**config.mk**
```make
export PLATFORM = sky130hd
export DESIGN_NAME = sgm_path_sequencer
export DESIGN_NICKNAME = d
export VERILOG_FILES = /design/src/rtl/sgm_path_sequencer_pkg.sv /design/src/rtl/sgm_path_sequencer_scan_counter.sv /design/src/rtl/sgm_path_sequencer.sv
export SDC_FILE = /design/constraint.sdc
export NUM_CORES = 1
export LEC_CHECK = 0
export CAP_MARGIN = 20
export CORE_MARGIN = 2
export CORE_UTILIZATION = 52
export DETAILED_ROUTE_END_ITERATION = 8
export PLACE_DENSITY = 0.84
export REMOVE_ABC_BUFFERS = 1
export SYNTH_ARGS = -nofsm -noshare
export SYNTH_HDL_FRONTEND = slang
export SYNTH_HIERARCHICAL = 1
export SYNTH_SLANG_ARGS = --single-unit
```
**constraint.sdc**
```tcl
create_clock -name in_clk -period 4.5 [get_ports in_clk]
set_clock_uncertainty 0.05 [all_clocks]
set_input_delay 0.45 -clock in_clk [delete_from_list [all_inputs] [get_ports in_clk]]
set_output_delay 0.45 -clock in_clk [all_outputs]
set_load 0.005 [all_outputs]
```
**src/rtl/sgm_path_sequencer_pkg.sv**
```systemverilog
// Shared constants, state encoding and path-start helper for the SGM path sequencer.
package sgm_path_sequencer_pkg;

    localparam int unsigned DISPARITY_LEVELS = 64;
    localparam int unsigned COST_BITS        = 6;
    localparam int unsigned ACC_COST_BITS    = 11;

    localparam int unsigned PATH_DIR_HORIZ   = 0;
    localparam int unsigned PATH_DIR_VERT    = 1;
    localparam int unsigned PATH_DIR_DIAG    = 2;

    typedef enum logic [1:0] {
        ST_IDLE  = 2'd0,
        ST_RUN   = 2'd1,
        ST_FLUSH = 2'd2
    } seq_state_t;

    // A vector starts a path when it sits on the border the path enters from.
    function automatic logic path_start(input int unsigned dir,
                                        input logic        col_zero,
                                        input logic        row_zero);
        case (dir)
            PATH_DIR_HORIZ: return col_zero;
            PATH_DIR_VERT:  return row_zero;
            default:        return col_zero | row_zero;
        endcase
    endfunction

endpackage

```
**src/rtl/sgm_path_sequencer_scan_counter.sv**
```systemverilog
// sgm_scan_counter: raster column/row counters with enable, wrap and last-pixel flag.
module sgm_scan_counter
    import sgm_path_sequencer_pkg::*;
#(
    parameter int unsigned IMG_WIDTH  = 640,
    parameter int unsigned IMG_HEIGHT = 480
) (
    input  logic                          in_clk,
    input  logic                          in_rst,
    input  logic                          in_en,
    output logic [$clog2(IMG_WIDTH)-1:0]  out_col,
    output logic [$clog2(IMG_HEIGHT)-1:0] out_row,
    output logic                          out_last
);

    localparam int unsigned CW = $clog2(IMG_WIDTH);
    localparam int unsigned RW = $clog2(IMG_HEIGHT);
    localparam logic [CW-1:0] COL_MAX = CW'(IMG_WIDTH - 1);
    localparam logic [RW-1:0] ROW_MAX = RW'(IMG_HEIGHT - 1);

    logic col_last;
    logic row_last;

    assign col_last = (out_col == COL_MAX);
    assign row_last = (out_row == ROW_MAX);
    assign out_last = col_last & row_last;

    // Advance one position per enabled cycle, wrapping at row and frame end.
    always_ff @(posedge in_clk) begin
        if (in_rst) begin
            out_col <= '0;
            out_row <= '0;
        end else if (in_en) begin
            if (col_last) begin
                out_col <= '0;
                out_row <= row_last ? '0 : out_row + 1'b1;
            end else begin
                out_col <= out_col + 1'b1;
            end
        end
    end

endmodule

```
**src/rtl/sgm_path_sequencer.sv**
```systemverilog
// sgm_path_sequencer: sequences one SGM path-cost pipeline over a raster frame.
// Optional macro SGM_SEQ_ERR_CHECK_EN enables the sticky protocol-error flag.
module sgm_path_sequencer
    import sgm_path_sequencer_pkg::*;
#(
    parameter int unsigned IMG_WIDTH    = 640,
    parameter int unsigned IMG_HEIGHT   = 480,
    parameter int unsigned PATH_DIR     = 0,
    parameter int unsigned PIPE_LATENCY = 1,
    parameter int unsigned PEN_BITS     = 8,
    parameter int unsigned DEFAULT_P1   = 4,
    parameter int unsigned DEFAULT_P2   = 32
) (
    input  logic                          in_clk,
    input  logic                          in_rst,
    input  logic                          in_valid,
    output logic                          out_ready,
    input  logic                          in_cfg_wr,
    input  logic [PEN_BITS-1:0]           in_cfg_P1,
    input  logic [PEN_BITS-1:0]           in_cfg_P2,
    output logic [PEN_BITS-1:0]           out_P1,
    output logic [PEN_BITS-1:0]           out_P2,
    output logic                          out_ce,
    output logic                          out_border,
    output logic [$clog2(IMG_WIDTH)-1:0]  out_col,
    output logic [$clog2(IMG_HEIGHT)-1:0] out_row,
    output logic                          out_L_valid,
    output logic                          out_frame_done,
    output logic                          out_err
);

    localparam int unsigned FC_BITS = (PIPE_LATENCY > 1) ? $clog2(PIPE_LATENCY) : 1;
    localparam logic [FC_BITS-1:0] FC_LAST = FC_BITS'(PIPE_LATENCY - 1);

    seq_state_t               state;
    seq_state_t               state_nxt;
    logic                     accept;
    logic                     last_pix;
    logic [FC_BITS-1:0]       flush_cnt;
    logic                     flush_last;
    logic [PIPE_LATENCY-1:0]  lv_sr;
    logic [PEN_BITS-1:0]      pend_p1;
    logic [PEN_BITS-1:0]      pend_p2;
    logic                     pend_valid;
    logic                     apply_pen;

    assign out_ready  = (state != ST_FLUSH);
    assign accept     = in_valid & out_ready;
    assign out_ce     = accept;
    assign flush_last = (flush_cnt == FC_LAST);

    sgm_scan_counter #(
        .IMG_WIDTH  (IMG_WIDTH),
        .IMG_HEIGHT (IMG_HEIGHT)
    ) u_scan (
        .in_clk   (in_clk),
        .in_rst   (in_rst),
        .in_en    (accept),
        .out_col  (out_col),
        .out_row  (out_row),
        .out_last (last_pix)
    );

    assign out_border = path_start(PATH_DIR, out_col == '0, out_row == '0);

    // State register.
    always_ff @(posedge in_clk) begin
        if (in_rst) begin
            state <= ST_IDLE;
        end else begin
            state <= state_nxt;
        end
    end

    // Next-state and frame-done decode.
    always_comb begin
        state_nxt      = state;
        out_frame_done = 1'b0;
        case (state)
            ST_IDLE: begin
                if (accept) begin
                    state_nxt = ST_RUN;
                end
            end
            ST_RUN: begin
                if (accept && last_pix) begin
                    state_nxt = ST_FLUSH;
                end
            end
            ST_FLUSH: begin
                if (flush_last) begin
                    state_nxt      = ST_IDLE;
                    out_frame_done = 1'b1;
                end
            end
            default: state_nxt = ST_IDLE;
        endcase
    end

    // Count drain cycles while flushing; idle at zero otherwise.
    always_ff @(posedge in_clk) begin
        if (in_rst || state != ST_FLUSH || flush_last) begin
            flush_cnt <= '0;
        end else begin
            flush_cnt <= flush_cnt + 1'b1;
        end
    end

    // Delay accept by PIPE_LATENCY cycles to mark valid L vectors.
    always_ff @(posedge in_clk) begin
        if (in_rst) begin
            lv_sr <= '0;
        end else begin
            lv_sr[0] <= accept;
            for (int unsigned i = 1; i < PIPE_LATENCY; i++) begin
                lv_sr[i] <= lv_sr[i-1];
            end
        end
    end

    assign out_L_valid = lv_sr[PIPE_LATENCY-1];

    // Penalties only move from pending to active on an IDLE cycle with no accept,
    // so a frame always sees one consistent P1/P2 pair.
    assign apply_pen = (state == ST_IDLE) && !accept && pend_valid;

    // Pending/active penalty double buffer.
    always_ff @(posedge in_clk) begin
        if (in_rst) begin
            out_P1     <= PEN_BITS'(DEFAULT_P1);
            out_P2     <= PEN_BITS'(DEFAULT_P2);
            pend_p1    <= '0;
            pend_p2    <= '0;
            pend_valid <= 1'b0;
        end else begin
            if (apply_pen) begin
                out_P1     <= pend_p1;
                out_P2     <= pend_p2;
                pend_valid <= 1'b0;
            end
            // A write in the same cycle as an apply re-arms pending with the new pair.
            if (in_cfg_wr) begin
                pend_p1    <= in_cfg_P1;
                pend_p2    <= in_cfg_P2;
                pend_valid <= 1'b1;
            end
        end
    end

`ifdef SGM_SEQ_ERR_CHECK_EN
    logic err_q;

    // Sticky flag for valid data offered while the sequencer is draining.
    always_ff @(posedge in_clk) begin
        if (in_rst) begin
            err_q <= 1'b0;
        end else if (in_valid && !out_ready) begin
            err_q <= 1'b1;
        end
    end

    assign out_err = err_q;
`else
    assign out_err = 1'b0;
`endif

endmodule

```
==> metrics.md <==
| Metric | Value |
|---|---|
| Status | finished clean |
| Post-route DRC violation count | 0 |
| Die ar. | roughly 0.0052 mm^2 |
| TritonCTS Buffers | 5 |
| TritonCTS clock tree | built |
| Worst r2r path cells | 6 |
| Synth Area in XOR/XNOR | 0.0360 |
| Total wire length | around 5 mm |
| Clock root buffer | clkbuf_8 |
| DRT Pass-1 Iters | 4 |
| Fin crit period | ~2500 ps |
| Port-buffer cells | 59 |
| Top FF cell, synth | dfxtp_1 |
| Die H | ~72 um |
| Post-Syn Area | ~0.0024 mm^2 |
| Area share of fa/ha/maj cells after synthesis | 0.0103 |
| Worst Min Path Start | in_rst |
| Initial core utilization | 0.548 |
| Post-CTS setup buffers | 0 |
| Overall Global Routing Usage | 0.197 |
| Initial antenna violation count | 0 |
| Core area | around 0.0044 mm^2 |
| Post-synthesis mux area share | 0.132 |
| Hold endpoint | pend_p1[7] |
| Sink Count | between 50 and 60 |
| Share of layout cells above drive strength 1 | 0.0523 |
| Critical path data required time | 4000 ps |
| Synthesis warning total | 6 |
| Max Fclk | around 410 MHz |
| Wire length per cell | between 10 and 15 um |
| Worst-path maximum fanout | 6 |
| Element type at the critical path end | output port |
| Hold Path Stages | 2 |
| Area post-placement | between 0.003 and 0.004 mm^2 |
| Yosys cell types | 39 |
| FP Rows | 24 |
| Synth Area in Compound Gates | 0.0411 |
| Routed vias | 1965 |
| Worst reg2reg setup slack | 2220 ps |
| Skew-Pair Late Insertion Delay | 300 ps |
| ANT cells | 0 |
| H-tree levels | 2 |
| Synthesized instance count | 250 |
| Area delta synth->final | 29.7% |
| Worst slew pin tran | 1020 ps |
| Max_cap viols | 0 |
| Worst r2r src | state[0] |
| Yosys reg bits | 56 |
| PostCTS Resize Cnt | 0 |
| Final setup viols | 0 |
| Die W | ~72 um |
| TNS Setup | 0 ps |
| Io pins | 61 |
| Power Density | between 300 and 400 mW/mm^2 |
| Final Worst Setup Slack | roughly 2000 ps |
| Routability cong. | 0.819 |
| Clk slew on worst S/H paths | approximately 90 ps |
| Largest net degree at the start of global routing | 74 |
| Max IR drop VDD | approximately 220 uV |
| RSZ-0062 raised after global routing | no |
| Largest family of logic cells by synthesized area | simple AND/OR/NAND/NOR gates |
| Vias per Instance | 5.49 |
| Slew headroom | 0.316 |
| Final Cycle Share | 0.547 |
| Total gr overflow | 0 |
| Worst setup SP type | flip-flop |
| Asr flop ratio synth | 0 |
| Hold bufs inserted after CTS | 0 |
| Total power | ~960 uW |
| Dpl hpwl | between 3 and 4 mm |
| Post-Synth Simple-Gate Area | 0.279 |
| Worst hold slack | between 300 and 400 ps |
| Worst r2r dst | u_scan/out_row[5] |
| Vias in the first global route | approximately 1.8k |
| Sequential area share after synthesis | 0.460 |
| Setup CP Type | flip-flop to output port |
| Clock tree buffer depth | 2 |
| Drt first-iter violations | roughly 110 |
| Pleak | about 1.2 nW |
| Design area | approximately 0.0032 mm^2 |
| Final Net Count | around 330 |
| Detail Route Antenna Nets | 0 |
| Final hold violations | 0 |
| Syn_area_per_cell | just under 10 um^2 |
| Hold Crit Class | input pin to flip-flop |
| First-pass GRT wire length | approximately 8 mm |
| Fin. max-slew vios | 0 |
| Crit path DAT | between 1500 and 2000 ps |
| Place WS | between 1500 and 2000 ps |
| EDFF count, synth | 0 |
## cells in the mapped netlist, drive strengths merged (3+ instances only)
cell	n	area (um^2)
nor4	3	18.8
nand2b	29	181
mux2i	32	320
clkbuf	6	22.5
xor2	8	70.1
or4	3	22.5
nand2	10	37.5
o21ai	4	20.0
nand3	6	42.5
and3	5	31.3
buf	8	72.6
nor3	7	35.0
nand4	4	25.0
nor2	32	120
a21oi	9	45.0
dfxtp	56	1120
## flip-flops by register name, indices dropped and copies added (netlist names)
name,flops
out_P1,8
out_P2,8
state,2
pend_p2,8
pend_p1,8
flush_cnt,1
u_scan/out_col,10
out_L_valid,1
u_scan/out_row,9
pend_valid,1
## cell usage in the layout, fill, tap and decap left out, types with 3 or more instances in the layout
cell and n:
and3_1 5, nor2_1 32, clkdlybuf4s50_1 58, nand2b_1 29, nand4_1 4, or4_1 3
clkbuf_8 7, mux2i_1 32, nor3_1 7, nor4_1 3, o21ai_0 4, dfxtp_1 56
nand2_1 10, a21oi_1 9, nand3_1 5, xor2_1 8
## power by group
part	total [mW]	switching (mW)	leakage (nW)	internal, mW
sequential	0.521	0.0105	0.456	0.511
combinational	0.0842	0.0334	0.635	0.0508
clock	0.350	0.153	0.0645	0.196
total	0.955	0.197	1.16	0.758
## how the worst max path moves through the flow
stage	startpoint	end	cells past startpoint
2_1_floorplan	in_valid	out_P1[0]	2
5_1_grt	u_scan/out_col[5]	out_border	3
3_3_place_gp	in_valid	u_scan/out_row[3]	6
4_1_cts	u_scan/out_col[5]	out_border	3
6_report	u_scan/out_col[5]	out_border	3
3_5_place_dp	in_valid	u_scan/out_row[5]	6
## metal layers
layer / global-route usage / up-vias / wire, um
met1: 0.252 / 936 / 2190
li1: - / 971 / -
met5: 0 / - / 0
met4: 0.0556 / 0 / 41
met3: 0.0611 / 5 / 298
met2: 0.322 / 53 / 2330
## stage by stage
step,util,instances
2_1_floorplan,-,237
3_3_place_gp,0.677,349
3_5_place_dp,0.677,349
4_1_cts,0.706,357
5_1_grt,0.710,358
6_report,0.710,358
## logic make-up after synthesis
| group | count (synthesis) |
|---|---|
| buf+inv | 15 |
| xor+xnor | 10 |
| simple gates | 117 |
| compound gates | 17 |
| fa+ha+maj | 2 |
| other cells | 1 |
| mux | 32 |
| flops | 56 |
## layout make-up
type | count | area, um^2
Fill cell | 360 | 1290
Sequential cell | 56 | 1120
Tap cell | 52 | 65.1
Clock inverter | 1 | 30.0
Inverter | 1 | 3.75
Timing Repair Buffer | 61 | 613
Multi-Input combinational cell | 180 | 1230
Clock buffer | 7 | 96.3
## worst max-delay path, cell delays in order (launching register included)
cell and delay, ps:
dfxtp_1 370, or4_1 520, nor4_1 220, clkdlybuf4s50_1 540
No activity file was read; power rests on OpenSTA's default activity.
